$ cat config.mk
export PLATFORM = sky130hd
export DESIGN_NAME = sync_fifo_flags
export DESIGN_NICKNAME = d
export VERILOG_FILES = /design/src/rtl/fifo_pkg.sv /design/src/rtl/fifo_mem.sv /design/src/rtl/sync_fifo_flags.sv
export SDC_FILE = /design/constraint.sdc
export NUM_CORES = 1
export LEC_CHECK = 0
export ABC_AREA = 1
export BUFFER_PORTS_ARGS = -buffer_cell sky130_fd_sc_hd__buf_2
export CORE_UTILIZATION = 55
export DETAILED_ROUTE_END_ITERATION = 6
export PLACE_DENSITY = 0.74
export SLEW_MARGIN = 20
export SYNTH_ARGS = -nofsm -noshare
export SYNTH_HDL_FRONTEND = slang
export SYNTH_SLANG_ARGS = --single-unit
$ cat constraint.sdc
create_clock -name clk -period 6.38 [get_ports clk]
set_input_delay 0.638 -clock clk [delete_from_list [all_inputs] [get_ports clk]]
set_output_delay 0.638 -clock clk [all_outputs]
set_load 0.05 [all_outputs]
$ cat src/rtl/fifo_pkg.sv
// Shared definitions for the sync_fifo_flags family: read-mode encoding and
// parameter helper functions used at elaboration time.
package fifo_pkg;

  // Read-port behaviour: registered pop data or first-word-fall-through head.
  typedef enum logic {
    FIFO_STD  = 1'b0,
    FIFO_FWFT = 1'b1
  } read_mode_e;

  // Count/pointer width: one extra bit so that a completely full FIFO (DEPTH)
  // is representable and the pointer MSB can act as a wrap bit.
  function automatic int fifo_cw(input int depth);
    return $clog2(depth) + 1;
  endfunction

  // True for powers of two that are at least 2.
  function automatic bit fifo_is_pow2(input int value);
    return (value >= 2) && ((value & (value - 1)) == 0);
  endfunction

endpackage

$ cat src/rtl/fifo_mem.sv
// DEPTH x WIDTH simple dual-port storage: synchronous write, asynchronous read.
// No reset on the array; contents are only meaningful where the FIFO says so.
module fifo_mem #(
  parameter int DEPTH = 4,
  parameter int WIDTH = 8,
  localparam int AW   = $clog2(DEPTH)
) (
  input  logic             clk,
  input  logic             i_wr_en,
  input  logic [AW-1:0]    i_wr_addr,
  input  logic [WIDTH-1:0] i_wr_data,
  input  logic [AW-1:0]    i_rd_addr,
  output logic [WIDTH-1:0] o_rd_data
);

  logic [WIDTH-1:0] r_mem [DEPTH];

  // Write port: store the accepted word at the write address.
  always_ff @(posedge clk) begin
    if (i_wr_en) begin
      r_mem[i_wr_addr] <= i_wr_data;
    end
  end

  // Read port is combinational so the FWFT head is visible without a bubble.
  assign o_rd_data = r_mem[i_rd_addr];

endmodule

$ cat src/rtl/sync_fifo_flags.sv
// Parametrised synchronous FIFO with occupancy count, programmable
// almost-full/almost-empty, standard or FWFT read mode and sticky
// overflow/underflow error flags. Single clock domain, synchronous reset.
module sync_fifo_flags
  import fifo_pkg::*;
#(
  parameter int DEPTH         = 4,
  parameter int WIDTH         = 8,
  parameter int AFULL_THRESH  = 3,
  parameter int AEMPTY_THRESH = 1,
  parameter int FWFT          = 0,
  localparam int CW           = fifo_cw(DEPTH)
) (
  input  logic             clk,
  input  logic             rst,
  input  logic             write_en,
  input  logic [WIDTH-1:0] data_in,
  input  logic             read_en,
  output logic [WIDTH-1:0] data_out,
  output logic             data_valid,
  output logic             empty,
  output logic             full,
  output logic             almost_empty,
  output logic             almost_full,
  output logic [CW-1:0]    count,
  output logic             overflow,
  output logic             underflow,
  input  logic             clear_err
);

  localparam int AW = CW - 1;
  localparam read_mode_e MODE = (FWFT != 0) ? FIFO_FWFT : FIFO_STD;

  localparam logic [CW-1:0] DEPTH_C  = CW'(DEPTH);
  localparam logic [CW-1:0] AFULL_C  = CW'(AFULL_THRESH);
  localparam logic [CW-1:0] AEMPTY_C = CW'(AEMPTY_THRESH);

  // Reject configurations the pointer arithmetic and flags cannot support.
  if (!fifo_is_pow2(DEPTH)) begin : g_bad_depth
    $error("sync_fifo_flags: DEPTH=%0d must be a power of two >= 2", DEPTH);
  end
  if ((AFULL_THRESH < 1) || (AFULL_THRESH > DEPTH)) begin : g_bad_afull
    $error("sync_fifo_flags: AFULL_THRESH=%0d outside 1..DEPTH", AFULL_THRESH);
  end
  if ((AEMPTY_THRESH < 0) || (AEMPTY_THRESH > DEPTH - 1)) begin : g_bad_aempty
    $error("sync_fifo_flags: AEMPTY_THRESH=%0d outside 0..DEPTH-1", AEMPTY_THRESH);
  end

  logic [CW-1:0]    r_wr_ptr;
  logic [CW-1:0]    r_rd_ptr;
  logic [CW-1:0]    r_count;
  logic             r_empty;
  logic             r_full;
  logic             r_almost_empty;
  logic             r_almost_full;
  logic             r_overflow;
  logic             r_underflow;

  logic             w_rd_ok;
  logic             w_wr_ok;
  logic             w_ovf_set;
  logic             w_unf_set;
  logic [CW-1:0]    w_count_next;
  logic [WIDTH-1:0] w_mem_rd;

  // A read is only honoured when there is data; a write into a full FIFO is
  // honoured only when a same-cycle read frees the slot.
  assign w_rd_ok   = read_en & ~r_empty;
  assign w_wr_ok   = write_en & (~r_full | w_rd_ok);
  assign w_ovf_set = write_en & ~w_wr_ok;
  assign w_unf_set = read_en & r_empty;

  assign w_count_next = r_count
                      + {{(CW-1){1'b0}}, w_wr_ok}
                      - {{(CW-1){1'b0}}, w_rd_ok};

  // The wrap bits are carried for debug visibility of the pointer lap; the
  // occupancy itself comes from the count register.
  logic w_unused_wrap;
  assign w_unused_wrap = r_wr_ptr[CW-1] ^ r_rd_ptr[CW-1];

  fifo_mem #(
    .DEPTH (DEPTH),
    .WIDTH (WIDTH)
  ) u_mem (
    .clk       (clk),
    .i_wr_en   (w_wr_ok),
    .i_wr_addr (r_wr_ptr[AW-1:0]),
    .i_wr_data (data_in),
    .i_rd_addr (r_rd_ptr[AW-1:0]),
    .o_rd_data (w_mem_rd)
  );

  // Pointer advance; the CW-bit pointers wrap naturally at 2*DEPTH.
  always_ff @(posedge clk) begin
    if (rst) begin
      r_wr_ptr <= '0;
      r_rd_ptr <= '0;
    end else begin
      if (w_wr_ok) r_wr_ptr <= r_wr_ptr + 1'b1;
      if (w_rd_ok) r_rd_ptr <= r_rd_ptr + 1'b1;
    end
  end

  // Occupancy and all level flags registered from the next count.
  always_ff @(posedge clk) begin
    if (rst) begin
      r_count        <= '0;
      r_empty        <= 1'b1;
      r_full         <= 1'b0;
      r_almost_empty <= 1'b1;
      r_almost_full  <= 1'b0;
    end else begin
      r_count        <= w_count_next;
      r_empty        <= (w_count_next == '0);
      r_full         <= (w_count_next == DEPTH_C);
      r_almost_empty <= (w_count_next <= AEMPTY_C);
      r_almost_full  <= (w_count_next >= AFULL_C);
    end
  end

  // Sticky error flags; a new error in the clearing cycle keeps the flag set.
  always_ff @(posedge clk) begin
    if (rst) begin
      r_overflow  <= 1'b0;
      r_underflow <= 1'b0;
    end else begin
      if (w_ovf_set)      r_overflow <= 1'b1;
      else if (clear_err) r_overflow <= 1'b0;
      if (w_unf_set)      r_underflow <= 1'b1;
      else if (clear_err) r_underflow <= 1'b0;
    end
  end

  // Output stage differs by read mode.
  if (MODE == FIFO_FWFT) begin : g_fwft
    // Head entry is presented directly; zero while nothing is held.
    assign data_out   = r_empty ? '0 : w_mem_rd;
    assign data_valid = ~r_empty;
  end else begin : g_std
    logic [WIDTH-1:0] r_data_out;
    logic             r_data_valid;

    // Capture the head on an accepted read; hold it otherwise.
    always_ff @(posedge clk) begin
      if (rst) begin
        r_data_out   <= '0;
        r_data_valid <= 1'b0;
      end else begin
        r_data_valid <= w_rd_ok;
        if (w_rd_ok) r_data_out <= w_mem_rd;
      end
    end

    assign data_out   = r_data_out;
    assign data_valid = r_data_valid;
  end

  assign empty        = r_empty;
  assign full         = r_full;
  assign almost_empty = r_almost_empty;
  assign almost_full  = r_almost_full;
  assign count        = r_count;
  assign overflow     = r_overflow;
  assign underflow    = r_underflow;

endmodule
==> summary.md, run 1 <==
| Metric | Value |
|---|---|
| CTS clk-pin slew, worst paths | `90 ps` |
| Area of the mapped netlist | `2190 um^2` |
| Hold_ws | `467 ps` |
| Worst hold-check path type | `flop to flop` |
| Std-Cell Rows | `22` |
| CTS tree | `built` |
| Die Y-Extent | `65.1 um` |
| Internal power | `0.000639 W` |
| Sw Pwr | `0.000392 W` |
| Num CTS Buffers | `5` |
| Maximum VDD drop | `0.000232 V` |
| Most frequent cells in the layout | `nand2_1, edfxtp_1, buf_2` |
| DRC Markers | `0` |
| #FFs+latches synth | `54` |
| Post-detail-place hpwl | `2590 um` |
| Total die area | `4230 um^2` |
| DRT Pass-1 Iters | `4` |
| Tightest Pin Transition | `825 ps` |
| Vias in the first global route | `1459` |
| Boundary Pins | `31` |
| Num Clock Sinks | `54` |
| Area Growth Syn to Fin | `11.7%` |
| Number of fill cells | `322` |
| Largest net degree at the start of global routing | `19` |
| Required time of the critical path | `6570 ps` |
| Worst clock skew | `8.23 ps` |
| First-pass GRT wire length | `6420 um` |
| Final RePlAce weighted congestion | `0.817` |
| Htree depth | `2` |
| Max Cap Viol | `0` |
| Commonest non-fill, non-tap cell in the layout | `nand2_1` |
| Leak | `1.07 nW` |
| Die W | `65.1 um` |
| Share of cells above drive strength 1 | `0.193` |
| Seq/Total Area, Yosys | `0.641` |
| Clk pwr share | `0.212` |
| Status | `finished clean` |
| Post-Synthesis Cells | `213` |
| Clk root buf | `clkbuf_8` |
| Slew headroom | `0.448` |
| PortBufs | `30` |
| Initial antenna violation count | `0` |
| P per Cell Area | `422 nW/um^2` |
| CTS-repair resized insts | `0` |
| Worst-path fanout max | `18` |
| Category of the most critical setup path | `input port to flop` |
| Antenna viol nets, final | `0` |
| Slew Limit Fails | `0` |
| Grt total ovfl | `0` |
| Tot Pwr | `0.00103 W` |
| Final setup viols | `0` |
| Synth warn | `0` |
| Flop pwr share | `0.457` |
| Setup TNS | `0 ps` |
| DR iter-0 viols | `109` |
| Layout Nets | `263` |
| Vias/cell | `4.95` |
| Crit path time final | `2220 ps` |
| CP Capture Type | `flop` |
| Clock Path Buffers | `2` |
| Share of the clock period used by the worst path | `0.348` |
| Starting Density | `0.584` |
| Final hold viol count | `0` |
| Syn Nets | `233` |
| Routed wire length | `3750 um` |
| ANT cells | `0` |
| Total GRT Usage | `0.207` |
| WP data arrival | `2410 ps` |
| Netlist cell types | `19` |
| Worst skew pair latency | `300 ps` |
| Hold-fix buffers, CTS | `0` |
| F_max | `0.450 GHz` |
| Post-Syn Area per Cell | `10.3 um^2` |
| Routed len/inst | `12.8 um` |
| # Post-CTS Setup Buffers | `0` |
| Core ar. | `3740 um^2` |
| Comb pwr share | `0.331` |
| Switching Share | `0.380` |
| CP Launch Type | `input port` |
| Unrepaired setup endpoints after global routing | `false` |
| Vias | `1446` |
flip-flops by register name, indices dropped and copies added (netlist names):
signal	cells
underflow	1
overflow	1
empty	1
full	1
almost_full	1
r_wr_ptr	2
data_out	8
u_mem.r_mem	32
data_valid	1
r_rd_ptr	2
count	3
almost_empty	1
power groups by stage:
stage / Combinational [W] / Sequential [W] / Clock [W]
detailed placement: 0.000344 / 0.000480 / 0
floorplan: 0.000176 / 0.000578 / 0
CTS: 0.000345 / 0.000472 / 0.000224
global route: 0.000383 / 0.000478 / 0.000236
finish: 0.000341 / 0.000471 / 0.000218
global placement: 0.000337 / 0.000478 / 0
cell type report:
class	count	area (um^2)	share of cell area
Clock inverter	2	37.5	0.0154
Inverter	23	93.8	0.0384
Sequential cell	54	1400	0.573
Multi-Input combinational cell	129	628	0.257
Tap cell	48	60.1	0.0246
Clock buffer	6	72.6	0.0297
Timing Repair Buffer	30	150	0.0614
per-layer routing:
| layer | vias up | global-route usage | routed length [um] |
|---|---|---|---|
| met4 | 0 | 0.0761 | 80 |
| met5 | - | 0 | 0 |
| met1 | 640 | 0.235 | 1590 |
| met3 | 9 | 0.0493 | 195 |
| li1 | 752 | - | - |
| met2 | 45 | 0.375 | 1890 |
kinds of logic after synthesis:
logic type	share of synthesized area
buffers and inverters	0.0721
AOI/OAI and AO/OA	0.0435
and+or+nand+nor	0.200
DFF	0.641
adders and majority gates	0.0435
final timing paths:
path / startpoint / end / slack [ps] / depth (start not counted)
worst max-delay path: read_en / almost_full$_SDFF_PP0_ / 4160 / 14
worst min-delay path: overflow$_SDFFE_PP0P_ / overflow$_SDFFE_PP0P_ / 470 / 2
worst max register to register: empty$_SDFF_PP1_ / almost_full$_SDFF_PP0_ / 4210 / 14
worst min register to register: overflow$_SDFFE_PP0P_ / overflow$_SDFFE_PP0P_ / 470 / 2
synthesized netlist by cell type:
cell type	number	share of area
inv_8	1	0.0051
nor2_4	1	0.0051
o21ai_0	7	0.016
edfxtp_1	32	0.44
ha_1	6	0.034
inv_2	4	0.0069
a21oi_1	10	0.023
nand3_1	24	0.055
nand2_2	3	0.0086
dfxtp_1	22	0.20
nor3_2	1	0.0046
nand2_1	59	0.10
o21ai_1	2	0.0046
fa_1	1	0.0092
buf_2	3	0.0069
nor2_1	15	0.026
inv_1	18	0.031
buf_6	3	0.015
buf_8	1	0.0069
worst max-delay path, stage by stage:
cell and delay, ps:
buf_2 90, nand2_2 110, inv_2 250, ha_1 280, inv_1 50, ha_1 130
inv_1 40, fa_1 400, inv_1 90, nand2_1 70, nand2_1 60, nand2_1 50
nand3_1 100, nand2_1 60
stage by stage:
stage,std cells,instance area [um^2],util,setup WS [ps]
global route,292,2440,0.653,3980
detailed placement,284,2330,0.623,3850
floorplan,213,2190,-,3920
global placement,284,2330,0.623,3910
finish,292,2440,0.653,4160
CTS,292,2440,0.653,4170
Power figures use the tool's default switching activity.
==> run 2: changes to the inputs <==
- clock period: 6.38 -> 2.2 ns (I/O delays scaled with it)
==> run 2 against run 1 <==
Utilization rose by 1.5 points. Die area did not move. Final cell count rose by 2.4%. Worst hold slack got worse by 340 ps. Sequential cell count did not move. Critical endpoint is now full$_SDFF_PP0_.
==> summary.md, run 2 (synthesized netlist as in run 1, its figures left out) <==
| Metric | Value |
|---|---|
| First-pass GRT wire length | `6090 um (was 6420 um)` |
| Most frequent cells in the layout | `nand2_1, edfxtp_1, buf_2 (unchanged)` |
| Category of the most critical setup path | `flop to flop (was input port to flop)` |
| Largest Register | `u_mem.r_mem (unchanged)` |
| WP data arrival | `2340 ps (was 2410 ps)` |
| Max reg flops | `32 (unchanged)` |
| Tot Pwr | `0.00297 W (was 0.00103 W)` |
| Maximum VDD drop | `0.000575 V (was 0.000232 V)` |
| Final setup viols | `0 (unchanged)` |
| CTS tree | `built (unchanged)` |
| Vias/cell | `4.95 (about the same)` |
| Antenna viol nets, final | `0 (unchanged)` |
| Core ar. | `3740 um^2 (unchanged)` |
| Max incr delay on CP | `530 ps (was 400 ps)` |
| Final RePlAce weighted congestion | `0.800 (was 0.817)` |
| Clk root buf | `clkbuf_8 (unchanged)` |
| Final core occ | `0.668 (was 0.653)` |
| DRT Pass-1 Iters | `4 (unchanged)` |
| Post-detail-place hpwl | `2650 um (was 2590 um)` |
| CP Launch Type | `flop (was input port)` |
| R2R cell count | `13 (was 14)` |
| Reg2reg end | `full$_SDFF_PP0_ (was almost_full$_SDFF_PP0_)` |
| Num Clock Sinks | `54 (unchanged)` |
| Final hold viol count | `0 (unchanged)` |
| CTS clk-pin slew, worst paths | `90 ps (about the same)` |
| ANT cells | `0 (unchanged)` |
| Starting Density | `0.584 (unchanged)` |
| GR peak layer | `met2 (unchanged)` |
| Met1 Usage GRT | `0.238 (was 0.235)` |
| Routing usage on met2 | `0.345 (was 0.375)` |
| Number of fill cells | `316 (was 322)` |
| Final instance area | `2500 um^2 (was 2440 um^2)` |
| Boundary Pins | `31 (unchanged)` |
| Vias | `1480 (was 1446)` |
| Grt met3 use | `0.0511 (was 0.0493)` |
| Std-Cell Rows | `22 (unchanged)` |
| Worst path cell trace | `inv_1 -> nand2_4 -> nand2_4 -> nand2_4 -> ha_1 -> inv_1 -> ha_1 -> inv_1 -> fa_2 -> inv_1 -> nor2_2 -> inv_1 -> nor2_1 (was buf_2 -> nand2_2 -> inv_2 -> ha_1 -> inv_1 -> ha_1 -> inv_1 -> fa_1 -> inv_1 -> nand2_1 -> nand2_1 -> nand2_1 -> nand3_1 -> nand2_1)` |
| Routed len/inst | `12.7 um (was 12.8 um)` |
| Vias in the first global route | `1345 (was 1459)` |
| R2R setup slack | `100 ps (was 4210 ps)` |
| Layout Nets | `270 (was 263)` |
| Routed wire length | `3780 um (was 3750 um)` |
| Worst clock skew | `8.28 ps (was 8.23 ps)` |
| Total die area | `4230 um^2 (unchanged)` |
| P per Cell Area | `1190 nW/um^2 (was 422 nW/um^2)` |
| # Post-CTS Setup Buffers | `0 (unchanged)` |
| End of the worst hold path | `u_mem.r_mem[2][1]$_DFFE_PP_ (was overflow$_SDFFE_PP0P_)` |
| Share of cells above drive strength 1 | `0.235 (was 0.193)` |
| Slew Limit Fails | `0 (unchanged)` |
| Most used cell, CP | `inv_1 (was nand2_1)` |
| DR iter-0 viols | `72 (was 109)` |
| Worst-path fanout max | `6 (was 18)` |
| Tightest Pin Transition | `533 ps (was 825 ps)` |
| Share of the clock period used by the worst path | `0.955` |
| Grt total ovfl | `0 (unchanged)` |
| Worst hold-check path type | `input port to flop (was flop to flop)` |
| Commonest non-fill, non-tap cell in the layout | `nand2_1 (unchanged)` |
| Non-filler cells, final | `299 (was 292)` |
| RR Startpoint | `empty$_SDFF_PP1_ (unchanged)` |
| Die Y-Extent | `65.1 um (unchanged)` |
| Die W | `65.1 um (unchanged)` |
| Hold path start | `data_in[1] (was overflow$_SDFFE_PP0P_)` |
| Status | `finished clean (unchanged)` |
| CP Capture Type | `flop (unchanged)` |
| Max Cap Viol | `0 (unchanged)` |
| Total GRT Usage | `0.201 (was 0.207)` |
| Largest net degree at the start of global routing | `19 (unchanged)` |
| Num CTS Buffers | `5 (unchanged)` |
| Worst skew pair latency | `300 ps (about the same)` |
| F_max | `0.476 GHz` |
| Initial antenna violation count | `0 (unchanged)` |
| Area Growth Syn to Fin | `14.4% (was 11.7%)` |
| Crit path time final | `2100 ps` |
| Leak | `1.11 nW (was 1.07 nW)` |
| PortBufs | `30 (unchanged)` |
| Required time of the critical path | `2440 ps (was 6570 ps)` |
| Placed Area | `2400 um^2 (was 2330 um^2)` |
| Hold-fix buffers, CTS | `0 (unchanged)` |
| Htree depth | `2 (unchanged)` |
| Clock Path Buffers | `2 (unchanged)` |
| DP Cell Count | `291 (was 284)` |
| Crit-path slowest cell | `fa_2 (was fa_1)` |
| Worst Hold Depth | `1 (was 2)` |
| DRC Markers | `0 (unchanged)` |
| Slew headroom | `0.644 (was 0.448)` |
run 2: changes by cell type in the layout (fill, tap and decap cells not counted), sizes merged:
cell | previous run | this run
buf | 30 | 37
bufinv | 1 | 0
clkinv | 0 | 2
clkbuf | 6 | 5
run 2: per-layer routing:
layer | up-vias | part of all wire
met3 | 7 | 0.034
met4 | 0 | 0.013
met5 | - | 0
met2 | 37 | 0.51
met1 | 668 | 0.45
li1 | 768 | -
run 2: through the flow:
| stage | hold slack [ps] | TNS, ps | setup WS [ps] |
|---|---|---|---|
| CTS | 113 | 0 | 28.3 |
| finish | 124 | 0 | 98.8 |
| detailed placement | 434 | 0 | 48.6 |
| global route | 109 | -50.3 | -40.6 |
| global placement | 432 | 0 | 143 |
| floorplan | 319 | 0 | 25.8 |
run 2: worst max path at each step:
stage	start	to	slack, ps	depth (start not counted)
floorplan	empty$_SDFF_PP1_	almost_full$_SDFF_PP0_	30	15
global placement	empty$_SDFF_PP1_	almost_full$_SDFF_PP0_	140	15
detailed placement	empty$_SDFF_PP1_	almost_full$_SDFF_PP0_	50	15
CTS	empty$_SDFF_PP1_	almost_full$_SDFF_PP0_	30	15
global route	empty$_SDFF_PP1_	empty$_SDFF_PP1_	-40	13
finish	empty$_SDFF_PP1_	full$_SDFF_PP0_	100	13
run 2: where the power goes:
group | switching, W | internal [W]
Sequential | 0.000104 | 0.00126
Combinational | 0.000775 | 0.000305
Clock | 0.000302 | 0.000224
run 2: timing repair:
action	in CTS	in global routing
hold endpoints to repair	0	0
endpoints found under the setup margin	0	4
gates resized for setup	0	4
run 2: cell type report:
type / count / area, um^2 / area share
Sequential cell: 54 / 1410 / 0.562
Tap cell: 48 / 60.1 / 0.0240
Multi-Input combinational cell: 129 / 648 / 0.259
Clock inverter: 3 / 21.3 / 0.00850
Clock buffer: 5 / 68.8 / 0.0275
Timing Repair Buffer: 37 / 203 / 0.0810
Inverter: 23 / 93.8 / 0.0375
run 2: worst max-delay path: cells and delay by family, from the launching register on:
family,cells,cell delay (ps)
flops,1,350
simple gates,5,450
fa+ha+maj,3,930
buf+inv,5,300
==> run 3: changes to the inputs <==
- clock period: 2.2 -> 2.6 ns (I/O delays scaled with it)
==> run 3 against run 2 <==
Final cell count decreased by 1.0%. Via count grew 1.6%. Utilization shrank 0.70 points. Sequential cell count is the same. Register-to-register slack better by 320 ps. Critical path depth unchanged. Sequential share of layout area is 0.39 points higher. First-iteration DRC count up 85%. Worst hold slack gained 32 ps. Global-route usage up 1.4 points. Wire length is 4.3% higher. Critical endpoint is now empty$_SDFF_PP1_.
==> summary.md, run 3 (synthesized netlist as in run 1, its figures left out) <==
| Metric | Value |
|---|---|
| Num CTS Buffers | `5 (unchanged)` |
| # Post-CTS Setup Buffers | `0 (unchanged)` |
| Vias in the first global route | `1450 (was 1345)` |
| Worst hold-check path type | `input port to flop (unchanged)` |
| DR iter-0 viols | `133 (was 72)` |
| Crit path time final | `2180 ps (was 2100 ps)` |
| Worst skew pair latency | `310 ps (was 300 ps)` |
| Antenna viol nets, final | `0 (unchanged)` |
| Non-filler cells, final | `296 (was 299)` |
| Total die area | `4230 um^2 (unchanged)` |
| Core ar. | `3740 um^2 (unchanged)` |
| Final setup viols | `0 (unchanged)` |
| Share of the clock period used by the worst path | `0.839 (was 0.955)` |
| WP data arrival | `2440 ps (was 2340 ps)` |
| Std-Cell Rows | `22 (unchanged)` |
| Final hold viol count | `0 (unchanged)` |
| Initial antenna violation count | `0 (unchanged)` |
| Layout Nets | `267 (was 270)` |
| Commonest non-fill, non-tap cell in the layout | `nand2_1 (unchanged)` |
| DP Cell Count | `288 (was 291)` |
| Required time of the critical path | `2860 ps (was 2440 ps)` |
| Worst-path fanout max | `6 (unchanged)` |
| Placed Area | `2360 um^2 (was 2400 um^2)` |
| Category of the most critical setup path | `flop to flop (unchanged)` |
| Status | `finished clean (unchanged)` |
| CP Capture Type | `flop (unchanged)` |
| PortBufs | `30 (unchanged)` |
| Max incr delay on CP | `520 ps (was 530 ps)` |
| F_max | `0.459 GHz (was 0.476 GHz)` |
| CTS-repair resized insts | `0 (unchanged)` |
| CP Launch Type | `flop (unchanged)` |
| Clock Path Buffers | `2 (unchanged)` |
| Htree depth | `2 (unchanged)` |
| Die W | `65.1 um (unchanged)` |
| DRT Pass-1 Iters | `4 (unchanged)` |
| Routed len/inst | `13.3 um (was 12.7 um)` |
| Hold-fix buffers, CTS | `0 (unchanged)` |
| Largest net degree at the start of global routing | `19 (unchanged)` |
| Boundary Pins | `31 (unchanged)` |
| Worst path cell trace | `inv_1 -> nand2_2 -> nand2_2 -> nand2_2 -> ha_1 -> inv_1 -> ha_1 -> inv_1 -> fa_1 -> inv_1 -> nor2_1 -> nand3_1 -> nand2_1 (was inv_1 -> nand2_4 -> nand2_4 -> nand2_4 -> ha_1 -> inv_1 -> ha_1 -> inv_1 -> fa_2 -> inv_1 -> nor2_2 -> inv_1 -> nor2_1)` |
| Grt total ovfl | `0 (unchanged)` |
| Met2 WL | `1940 um (was 1920 um)` |
| Routed wire length | `3950 um (was 3780 um)` |
| Max Cap Viol | `0 (unchanged)` |
| Largest Register | `u_mem.r_mem (unchanged)` |
| Total GRT Usage | `0.215 (was 0.201)` |
| Starting Density | `0.584 (unchanged)` |
| CTS tree | `built (unchanged)` |
| Final instance area | `2470 um^2 (was 2500 um^2)` |
| Vias | `1504 (was 1480)` |
| Final RePlAce weighted congestion | `0.778 (was 0.800)` |
| Tightest Pin Transition | `754 ps (was 533 ps)` |
| DRC Markers | `0 (unchanged)` |
| Maximum VDD drop | `0.000564 V (was 0.000575 V)` |
| Most frequent cells in the layout | `nand2_1, edfxtp_1, buf_2 (unchanged)` |
| Crit-path slowest cell | `fa_1 (was fa_2)` |
| Setup TNS | `0 ps (unchanged)` |
| Die Y-Extent | `65.1 um (unchanged)` |
| Most used cell, CP | `inv_1 (unchanged)` |
| M1 wire length | `1770 um (was 1680 um)` |
| Worst clock skew | `6.15 ps (was 8.28 ps)` |
| Leak | `1.09 nW (was 1.11 nW)` |
| Unrepaired setup endpoints after global routing | `false` |
| Num Clock Sinks | `54 (unchanged)` |
| Area Growth Syn to Fin | `13.2% (was 14.4%)` |
| Slew Limit Fails | `0 (unchanged)` |
| First-pass GRT wire length | `6600 um (was 6090 um)` |
| Vias/cell | `5.08 (was 4.95)` |
| Clk root buf | `clkbuf_8 (unchanged)` |
| Share of cells above drive strength 1 | `0.210 (was 0.235)` |
| Met3 wire len | `150 um (was 128 um)` |
| Max reg flops | `32 (unchanged)` |
| Slew headroom | `0.496 (was 0.644)` |
| Final core occ | `0.661 (was 0.668)` |
| ANT cells | `0 (unchanged)` |
| CTS clk-pin slew, worst paths | `100 ps (was 90 ps)` |
| Top Metal Used | `met4 (unchanged)` |
| Tot Pwr | `0.00255 W (was 0.00297 W)` |
| Post-detail-place hpwl | `2730 um (was 2650 um)` |
| P per Cell Area | `1030 nW/um^2 (was 1190 nW/um^2)` |
-- run 3: area by class of cell --
cell class                 count  area (um^2)
clock buffer                   6         93.8
tap                           48         60.1
inverter                      23         93.8
sequential                    54         1400
multi-input combinational    129          628
fill                         302         1270
clock inverter                 2         17.5
timing repair buffer          34          180
-- run 3: critical path, delay by kind of cell, from the launching register on --
kind                     cells  cell delay, ps
buffers and inverters        4             210
adder cells (fa/ha/maj)      3             880
AND/OR/NAND/NOR              6             670
flip-flops                   1             350
-- run 3: final timing paths --
kind | slack (ps) | to | cells past startpoint | startpoint
worst max-delay path | 420 | empty$_SDFF_PP1_ | 13 | empty$_SDFF_PP1_
worst min-delay path | 160 | u_mem.r_mem[3][4]$_DFFE_PP_ | 1 | data_in[4]
worst max register to register | 420 | empty$_SDFF_PP1_ | 13 | empty$_SDFF_PP1_
worst min register to register | 470 | underflow$_SDFFE_PP0P_ | 2 | underflow$_SDFFE_PP0P_
-- run 3: stage by stage --
stage / hold WS (ps) / setup WS [ps]
after floorplan: 359 / 141
after global placement: 449 / 483
after detailed placement: 457 / 432
after CTS: 142 / 414
after global routing: 145 / 191
final: 156 / 419
-- run 3: power by group --
part / total (W) / leakage, nW / switching [W] / internal [W]
Clock: 0.000531 / 0.0569 / 0.000278 / 0.000253
Combinational: 0.000866 / 0.563 / 0.000632 / 0.000233
Sequential: 0.00116 / 0.475 / 0.0000966 / 0.00106
-- run 3: layer usage --
| metal | global-route usage | up-vias |
|---|---|---|
| met1 | 0.267 | 702 |
| met4 | 0.0924 | 0 |
| met5 | 0 | - |
| met2 | 0.354 | 35 |
| met3 | 0.0546 | 9 |
| li1 | - | 758 |
